**config.mk**
```make
export PLATFORM = sky130hd
export DESIGN_NAME = tdm_demux
export DESIGN_NICKNAME = d
export VERILOG_FILES = /design/src/rtl/tdm_demux_pkg.sv /design/src/rtl/tdm_slot_ctr.sv /design/src/rtl/tdm_demux.sv
export SDC_FILE = /design/constraint.sdc
export NUM_CORES = 1
export LEC_CHECK = 0
export ABC_AREA = 1
export CORE_AREA = 5 5 66 68
export DETAILED_ROUTE_END_ITERATION = 10
export DIE_AREA = 0 0 71 73
export PLACE_DENSITY = 0.81
export SLEW_MARGIN = 20
export SYNTH_ARGS = -nofsm -noshare
export SYNTH_HDL_FRONTEND = slang
export SYNTH_HIERARCHICAL = 1
export SYNTH_SLANG_ARGS = --single-unit
export TNS_END_PERCENT = 10
```
**constraint.sdc**
```tcl
create_clock -name clk -period 2.8 [get_ports clk]
set_input_delay 0.42 -clock clk [delete_from_list [all_inputs] [get_ports clk]]
set_output_delay 0.42 -clock clk [all_outputs]
set_load 0.03 [all_outputs]
```
**src/rtl/tdm_demux_pkg.sv**
```systemverilog
// rtl/tdm_demux_pkg.sv - shared state encodings, defaults and sizing helper for the TDM demux
package tdm_demux_pkg;

  typedef enum logic {
    ST_IDLE = 1'b0,
    ST_RUN  = 1'b1
  } tdm_state_t;

  localparam int DEF_N_CH = 4;
  localparam int DEF_W    = 8;

  // Slot counter width; a single-channel build still needs a 1-bit counter.
  function automatic int cnt_width(input int n_ch);
    return (n_ch > 1) ? $clog2(n_ch) : 1;
  endfunction

endpackage

```
**src/rtl/tdm_slot_ctr.sv**
```systemverilog
// rtl/tdm_slot_ctr.sv - slot counter with clear, load-one and wrapping increment
module tdm_slot_ctr
  import tdm_demux_pkg::*;
#(
  parameter int N_CH = DEF_N_CH,
  parameter int CW   = cnt_width(DEF_N_CH)
) (
  input  logic          clk,
  input  logic          rst,
  input  logic          clear,
  input  logic          load_one,
  input  logic          inc,
  output logic [CW-1:0] cnt
);

  localparam logic [CW-1:0] LAST = CW'(N_CH - 1);
  localparam logic [CW-1:0] ONE  = (N_CH > 1) ? CW'(1) : '0;

  always_ff @(posedge clk) begin
    if (rst || clear) begin
      cnt <= '0;
    end else if (load_one) begin
      cnt <= ONE;
    end else if (inc) begin
      cnt <= (cnt == LAST) ? '0 : cnt + CW'(1);
    end
  end

endmodule

```
**src/rtl/tdm_demux.sv**
```systemverilog
// rtl/tdm_demux.sv - TDM receive demultiplexer steering framed words into per-channel registers
module tdm_demux
  import tdm_demux_pkg::*;
#(
  parameter int N_CH = DEF_N_CH,
  parameter int W    = DEF_W
) (
  input  logic              clk,
  input  logic              rst,
  input  logic              din_valid,
  input  logic [W-1:0]      din,
  input  logic              frame_start,
  output logic [N_CH*W-1:0] ch_data,
  output logic [N_CH-1:0]   ch_valid,
  output logic              frame_done,
  output logic              sync_err,
  output logic              busy
);

  localparam int CW = cnt_width(N_CH);
  localparam logic [CW-1:0] LAST = CW'(N_CH - 1);
  localparam logic SINGLE = (N_CH == 1);

  tdm_state_t    state, state_d;
  logic [CW-1:0] cnt;
  logic          wr_en, fd_d, se_d, clr, load_one, inc;
  logic [CW-1:0] wr_idx;

  tdm_slot_ctr #(.N_CH(N_CH), .CW(CW)) u_slot_ctr (
    .clk      (clk),
    .rst      (rst),
    .clear    (clr),
    .load_one (load_one),
    .inc      (inc),
    .cnt      (cnt)
  );

  always_ff @(posedge clk) begin
    if (rst) state <= ST_IDLE;
    else     state <= state_d;
  end

  always_comb begin
    state_d  = state;
    wr_en    = 1'b0;
    wr_idx   = '0;
    fd_d     = 1'b0;
    se_d     = 1'b0;
    clr      = 1'b0;
    load_one = 1'b0;
    inc      = 1'b0;
    if (din_valid) begin
      if (state == ST_IDLE) begin
        if (frame_start) begin
          wr_en    = 1'b1;
          load_one = 1'b1;
          fd_d     = SINGLE;
          state_d  = ST_RUN;
        end
      end else if (cnt != '0) begin
        // A marker arriving mid-frame resynchronises onto the new frame.
        if (frame_start) begin
          se_d     = 1'b1;
          wr_en    = 1'b1;
          load_one = 1'b1;
        end else begin
          wr_en  = 1'b1;
          wr_idx = cnt;
          inc    = 1'b1;
          fd_d   = (cnt == LAST);
        end
      end else if (frame_start) begin
        wr_en    = 1'b1;
        load_one = 1'b1;
        fd_d     = SINGLE;
      end else begin
        se_d    = 1'b1;
        clr     = 1'b1;
        state_d = ST_IDLE;
      end
    end
  end

  always_ff @(posedge clk) begin
    if (rst) begin
      ch_data    <= '0;
      ch_valid   <= '0;
      frame_done <= 1'b0;
      sync_err   <= 1'b0;
    end else begin
      for (int k = 0; k < N_CH; k++) begin
        ch_valid[k] <= wr_en && (wr_idx == CW'(k));
        if (wr_en && (wr_idx == CW'(k))) ch_data[k*W +: W] <= din;
      end
      frame_done <= fd_d;
      sync_err   <= se_d;
    end
  end

  assign busy = (state == ST_RUN);

endmodule

```
==> metrics.yaml, run 1 <==
worst_setup_path:
  crit_type: "primary input to register"
  critPathTopFamily: "buffers and inverters"
  timing.critical_path.mode_cell: "nand2_1"
  crit_chain: "clkdlybuf4s50_1 > inv_1 > ha_1 > nand2_1 > nand2_8 > inv_4 > nand3_1 > nand2_1 > nor2_1"
  cp_max_fo: 24
  cp.required_ps: 3000
  crit_path_max_incr_delay_ps: 600
  crit_buf_inv: 3
  critPathLaunchType: "primary input"
  critical-path-slowest-cell: "clkdlybuf4s50_1"
  worstPathArrival_ps: 2120
  cp-end-kind: "register"
timing:
  setup_viol_count_final: 0
  fin_skew_ps: 4.51
  slew_headroom_pct: 61.4
  fmax_mhz: 520
  layout_min_cycle_time_ps: 1920
  fin_tns_setup_ps: 0
  post-route-period-util_pct: 68.6
  finalMaxSlewViolations: 0
  worst_pin_slew_ps: 576
  grt_setup_unrepaired: "false"
  hold_violations: 0
pwr:
  p_int_mw: 0.858
  power.share.clock_pct: 34.2
  power_switching_mw: 0.311
  leakage_nw: 1.01
  switching_share_pct: 26.6
  power_density_nw_per_um2: 487
  p_comb_share_pct: 13.8
  irDropWorstVdd_mv: 0.327
  p_seq_share_pct: 52.0
routing:
  drtAntennaViolNets: 0
  wl_um: 3990
  drt_iter0_drc: 98
  wl_per_cell_um: 11.4
  drt-vias-per-instance: 4.70
  route.detailed.drc: 0
  drt_pass1_iterations: 4
  vias: 1640
clock_network:
  cts.sinks: 41
  postCtsSetupRepairBufs: 0
  cts_max_level: 2
  clk_pin_slew_worst_paths_ps: 80
  cts_root_buffer: "clkbuf_8"
  cts_hold_buf: 0
  cts_tree: "built"
  clk_latency_ps: 300
  numCtsBuffers: 5
  cts_buffer_depth: 2
  cts_repair_resize_count: 0
synth:
  ys_ff_latch: 41
  ys_seq_area_share_pct: 46.1
  synth_simple_gate_area_share_pct: 42.9
  synth_top_area_share_pct: 46.1
  synth_mux_area_share_pct: 0
  synth_compound_area_share_pct: 0.984
  synth_edf_count: 0
  yosysUniqueCellTypes: 24
  syn_nets: 261
  synth.most_common_cell: "nor2_1"
  synth_area_leaders: "dfxtp_1, nor2_1, nand2_1, nand3_1, inv_1"
  ys_warn_count: 6
  syn_avg_cell_area_um2: 7.24
  synthCells: 246
  synth_top_family_by_area: "simple AND/OR/NAND/NOR gates"
  syn_area_um2: 1780
  ys_dominant_reg_cell: "dfxtp_1"
  synth-adder-area-share_pct: 2.11
  async_flop_share_pct: 0
  synth_common_cells: "nor2_1, nand2_1, dfxtp_1"
  synth-xor-area-share_pct: 0
  yosysTopAreaCell: "dfxtp_1"
floorplanning:
  die_area_um2: 5180
  core_um2: 3800
  start_util_pct: 46.9
  ioPinCount: 51
  rows: 23
  die_h_um: 73
  die_w_um: 71
placed_design:
  routabilityCongestion: 0.872
  hpwlAfterDp_um: 2990
  port_buffers: 50
status:
  outcome: "finished clean"
global_routing:
  grt_util_met3_pct: 4.27
  grt_util_met1_pct: 20.3
  grt-ovfl-total: 0
  use_met2_pct: 27.8
  grt_max_degree: 33
  track_usage_pct: 16.8
  grt_pass1_wl_um: 6950
  antenna_found_initial: 0
  top_usage_layer: "met2"
  first_global_vias: 1608
finish:
  layout-drive-gt1-share_pct: 8.03
  nFillCells: 352
  syn2layout_area_growth_pct: 34.7
  diodes: 0
  finish.utilization_pct: 63.1
  final_nets: 313
flow_run:
  drv_cap: 0
hold_path:
  hp-class: "register to register"
state kept, by name (all words and copies together), names as in the netlist:
| name | flops |
|---|---|
| ch_data | 32 |
| ch_valid | 4 |
| u_slot_ctr/cnt | 2 |
| busy | 1 |
| frame_done | 1 |
| sync_err | 1 |
kinds of logic after synthesis:
group                    Yosys count
AND/OR/NAND/NOR                  169
flip-flops                        41
buffers and inverters             30
AO/OA/AOI/OAI                      3
adder cells (fa/ha/maj)            3
routing by layer:
layer / part of all wire (%) / vias to the layer above / wire length (µm)
met2: 48 / 41 / 1930
met5: 0 / - / 0
met3: 5.6 / 10 / 224
met1: 44 / 733 / 1750
met4: 2.2 / 0 / 86
li1: - / 856 / -
through the flow:
stage	cell area (µm²)	instances	hold WS (ps)	setup WS, ps	power, mW
after floorplan	1780	246	489	1320	0.726
after global placement	2300	341	463	641	0.781
after detailed placement	2300	341	473	583	0.782
after CTS	2400	349	489	898	1.18
after global routing	2400	349	510	761	1.22
final	2400	349	482	878	1.17
cells in the final DEF, fill, tap and decap left out:
cell	count
nor2_1	73
nand2_1	53
clkdlybuf4s50_1	50
dfxtp_1	41
nand3_1	25
inv_1	21
clkbuf_8	6
nor2_4	4
nor3_1	4
ha_1	3
nand2_2	2
inv_2	2
nor2_2	2
nand2_4	1
nand2_8	1
o211ai_1	1
inv_4	1
nand3_2	1
nor2_8	1
o21ai_0	1
nor4_1	1
nor3b_1	1
clkinv_4	1
clkinv_2	1
buf_4	1
a21oi_1	1
final timing paths:
check                                       from                       end  slack [ps]  cells after the start
setup / recovery                     frame_start   ch_data[5]$_SDFFE_PP0P_         880                      9
hold / removal          ch_data[14]$_SDFFE_PP0P_  ch_data[14]$_SDFFE_PP0P_         480                      2
hold reg to reg         ch_data[14]$_SDFFE_PP0P_  ch_data[14]$_SDFFE_PP0P_         480                      2
setup reg to reg  u_slot_ctr/cnt[0]$_SDFFE_PP0P_   ch_data[5]$_SDFFE_PP0P_        1160                      8
power by group through the flow:
stage	clock (mW)	combinational, mW	sequential [mW]
floorplan	0	0.0811	0.645
global placement	0	0.159	0.621
detailed placement	0	0.162	0.621
CTS	0.409	0.162	0.608
global route	0.435	0.178	0.610
finish	0.400	0.161	0.608
worst reg2reg max path, stage by stage (launching register included):
cell and delay, ps:
dfxtp_1 490, nor2_1 100, ha_1 210, nand2_1 160, nand2_8 120, inv_4 210, nand3_1 110, nand2_1 100
nor2_1 40
final cells by class:
| class | count | area [µm²] | share of cell area [%] |
|---|---|---|---|
| Clock inverter | 2 | 13.8 | 0.574 |
| Clock buffer | 6 | 82.6 | 3.44 |
| Timing Repair Buffer | 51 | 508 | 21.2 |
| Inverter | 24 | 92.6 | 3.86 |
| Tap cell | 50 | 62.6 | 2.61 |
| Sequential cell | 41 | 821 | 34.2 |
| Multi-Input combinational cell | 175 | 818 | 34.1 |
No activity file was read; power rests on OpenSTA's default activity.
==> run 2: changes to the inputs <==
Settings changed: CORE_AREA 5 5 66 68 to 5 5 72 74, DIE_AREA 0 0 71 73 to 0 0 77 79, PLACE_DENSITY 0.81 to 0.72.
Clock period 2.8 ns to 1.6 ns, I/O delays scaled along.
==> run 2 against run 1 <==
Compared with the run above:
- wire length rose by 5.2%
- highest routed layer unchanged
- hold slack barely moved
- clock skew rose by 1.5 ps
- largest power group unchanged
- sequential power rose by 74%
- final area rose by 4.6%
- core utilization fell by 7.8 points
- clock power rose by 80%
- non-clock buffer count rose by 11
- die area rose by 17%
- sequential share of layout area fell by 1.5 points
- critical path depth fell by 8
==> metrics.yaml, run 2 (synthesis gave the netlist of run 1 again) <==
clock_network:
  cts_hold_buf: 0  # unchanged
  cts_root_buffer: "clkbuf_8"
  clk_latency_ps: 300  # about the same
  cts.sinks: 41  # unchanged
  cts_max_level: 2  # unchanged
  clk_pin_slew_worst_paths_ps: 80  # about the same
  cts_tree: "built"
  cts_buffer_depth: 2  # unchanged
  postCtsSetupRepairBufs: 0  # unchanged
  numCtsBuffers: 5  # unchanged
global_routing:
  grt_max_degree: 34  # +3.0%
  grt_pass1_wl_um: 7090  # +2.1%
  antenna_found_initial: 0  # unchanged
  first_global_vias: 1613  # +0.31%
  grt-ovfl-total: 0  # unchanged
  track_usage_pct: 14.5  # -2.3 points
placed_design:
  hpwlAfterDp_um: 3060  # +2.6%
  port_buffers: 50  # unchanged
  routabilityCongestion: 0.761  # -13%
routing:
  drt_iter0_drc: 122  # +24%
  wl_met2_um: 1970  # +1.8%
  drtAntennaViolNets: 0  # unchanged
  drt_pass1_iterations: 5  # +1
  routed.top_layer: "met4"
  vias: 1670  # +1.8%
  wl_met1_um: 1880  # +7.5%
  drt-vias-per-instance: 4.59  # -2.4%
  dr_wl_met3_um: 277  # +24%
  wl_per_cell_um: 11.5  # +0.90%
  wl_um: 4200  # +5.2%
  route.detailed.drc: 0  # unchanged
timing:
  hold_violations: 0  # unchanged
  layout_min_cycle_time_ps: 1560
  slew_headroom_pct: 63.3  # +1.9 points
  grt_setup_unrepaired: "false"
  worst_pin_slew_ps: 548  # -28.5 ps
  fmax_mhz: 640
  setup_viol_count_final: 0  # unchanged
  post-route-period-util_pct: 97.6
  finalMaxSlewViolations: 0  # unchanged
  fin_skew_ps: 6.06  # +1.55 ps
finish:
  largestRegisters: "ch_data (32), ch_valid (4), u_slot_ctr/cnt (2)"
  finish.utilization_pct: 55.3  # -7.8 points
  largest_reg_flops: 32  # unchanged
  top_register: "ch_data"
  syn2layout_area_growth_pct: 41.0
  layout_common_cells: "nor2_1, nand2_1, dfxtp_1"
  layout_commonest_cell: "nor2_1"
  layout-drive-gt1-share_pct: 11.3  # +3.3 points
  diodes: 0  # unchanged
  final_nets: 324  # +3.5%
  nFillCells: 434  # +23%
pwr:
  power_mw: 2.08  # +78%
  irDropWorstVdd_mv: 0.397  # +22%
  power_density_nw_per_um2: 828  # +70%
  leakage_nw: 1.25  # +24%
hold_path:
  hp-class: "register to register"
floorplanning:
  die_w_um: 77  # +8.5%
  die_area_um2: 6080  # +17%
  start_util_pct: 39.3  # -7.6 points
  core_um2: 4540  # +19%
  rows: 25  # +8.7%
  die_h_um: 79  # +8.2%
  ioPinCount: 51  # unchanged
worst_setup_path:
  crit_path_max_incr_delay_ps: 680  # +80 ps
  critPathTopFamily: "buffers and inverters"
  cp.required_ps: 1360  # -1640 ps
  worstPathArrival_ps: 1320  # -800 ps
  cp_max_fo: 2  # -92%
  crit_chain: "clkdlybuf4s50_1"
  critPathLaunchType: "register"
  cp-end-kind: "output pin"
  critical-path-slowest-cell: "clkdlybuf4s50_1"
  crit_buf_inv: 1  # -2
  crit_type: "register to output pin"
status:
  outcome: "finished clean"
flow_run:
  drv_cap: 0  # unchanged
[run 2: cell types whose count changed in the layout (fill, tap and decap cells not counted)]
| cell | previous run | this run |
|---|---|---|
| buf_4 | 1 | 12 |
| clkdlybuf4s50_1 | 50 | 37 |
| dlygate4sd2_1 | 0 | 3 |
| dlymetal6s2s_1 | 0 | 10 |
| inv_4 | 1 | 0 |
| inv_6 | 0 | 1 |
[run 2: power breakdown]
part | switching (mW) | total [mW] | internal (mW)
Sequential | 0.0151 | 1.06 | 1.04
Clock | 0.368 | 0.718 | 0.350
Combinational | 0.181 | 0.300 | 0.118
Total | 0.565 | 2.08 | 1.51
[run 2: what timing repair did]
action	CTS	global route
pin swaps	0	1
gates resized for setup	3	11
setup endpoints to repair	3	16
endpoints found under the hold margin	0	0
[run 2: per-layer routing]
| metal | global-route usage, % | up-vias |
|---|---|---|
| li1 | - | 876 |
| met1 | 17.2 | 726 |
| met2 | 24.3 | 59 |
| met3 | 3.97 | 9 |
| met4 | 6.70 | 0 |
| met5 | 0 | - |
[run 2: area by class of cell]
class / instances / area, µm² / area share (%)
well taps: 54 / 67.6 / 2.69
inverters: 24 / 95.1 / 3.79
clock buffers: 6 / 82.6 / 3.29
flip-flops and latches: 41 / 821 / 32.7
multi-input cells: 175 / 818 / 32.6
clock inverters: 2 / 13.8 / 0.548
repair buffers: 62 / 612 / 24.4
[run 2: metrics by stage]
| step | setup slack (ps) | hold WS [ps] | cells | setup TNS, ps | instance area, µm² |
|---|---|---|---|---|---|
| final | 38.7 | 482 | 364 | 0 | 2510 |
| after global routing | 0.202 | 508 | 364 | 0 | 2510 |
| after CTS | 9.30 | 488 | 364 | 0 | 2480 |
| after detailed placement | -230 | 471 | 356 | -6590 | 2390 |
| after global placement | -203 | 462 | 356 | -5740 | 2390 |
| after floorplan | 124 | 316 | 246 | 0 | 1780 |
[run 2: path summary, 6_finish.rpt]
check	start	end	slack (ps)	cells past startpoint
setup reg to reg	u_slot_ctr/cnt[0]$_SDFFE_PP0P_	ch_data[3]$_SDFFE_PP0P_	230	8
hold reg to reg	ch_data[15]$_SDFFE_PP0P_	ch_data[15]$_SDFFE_PP0P_	480	2
setup / recovery	ch_data[6]$_SDFFE_PP0P_	ch_data[6]	40	1
hold / removal	ch_data[15]$_SDFFE_PP0P_	ch_data[15]$_SDFFE_PP0P_	480	2
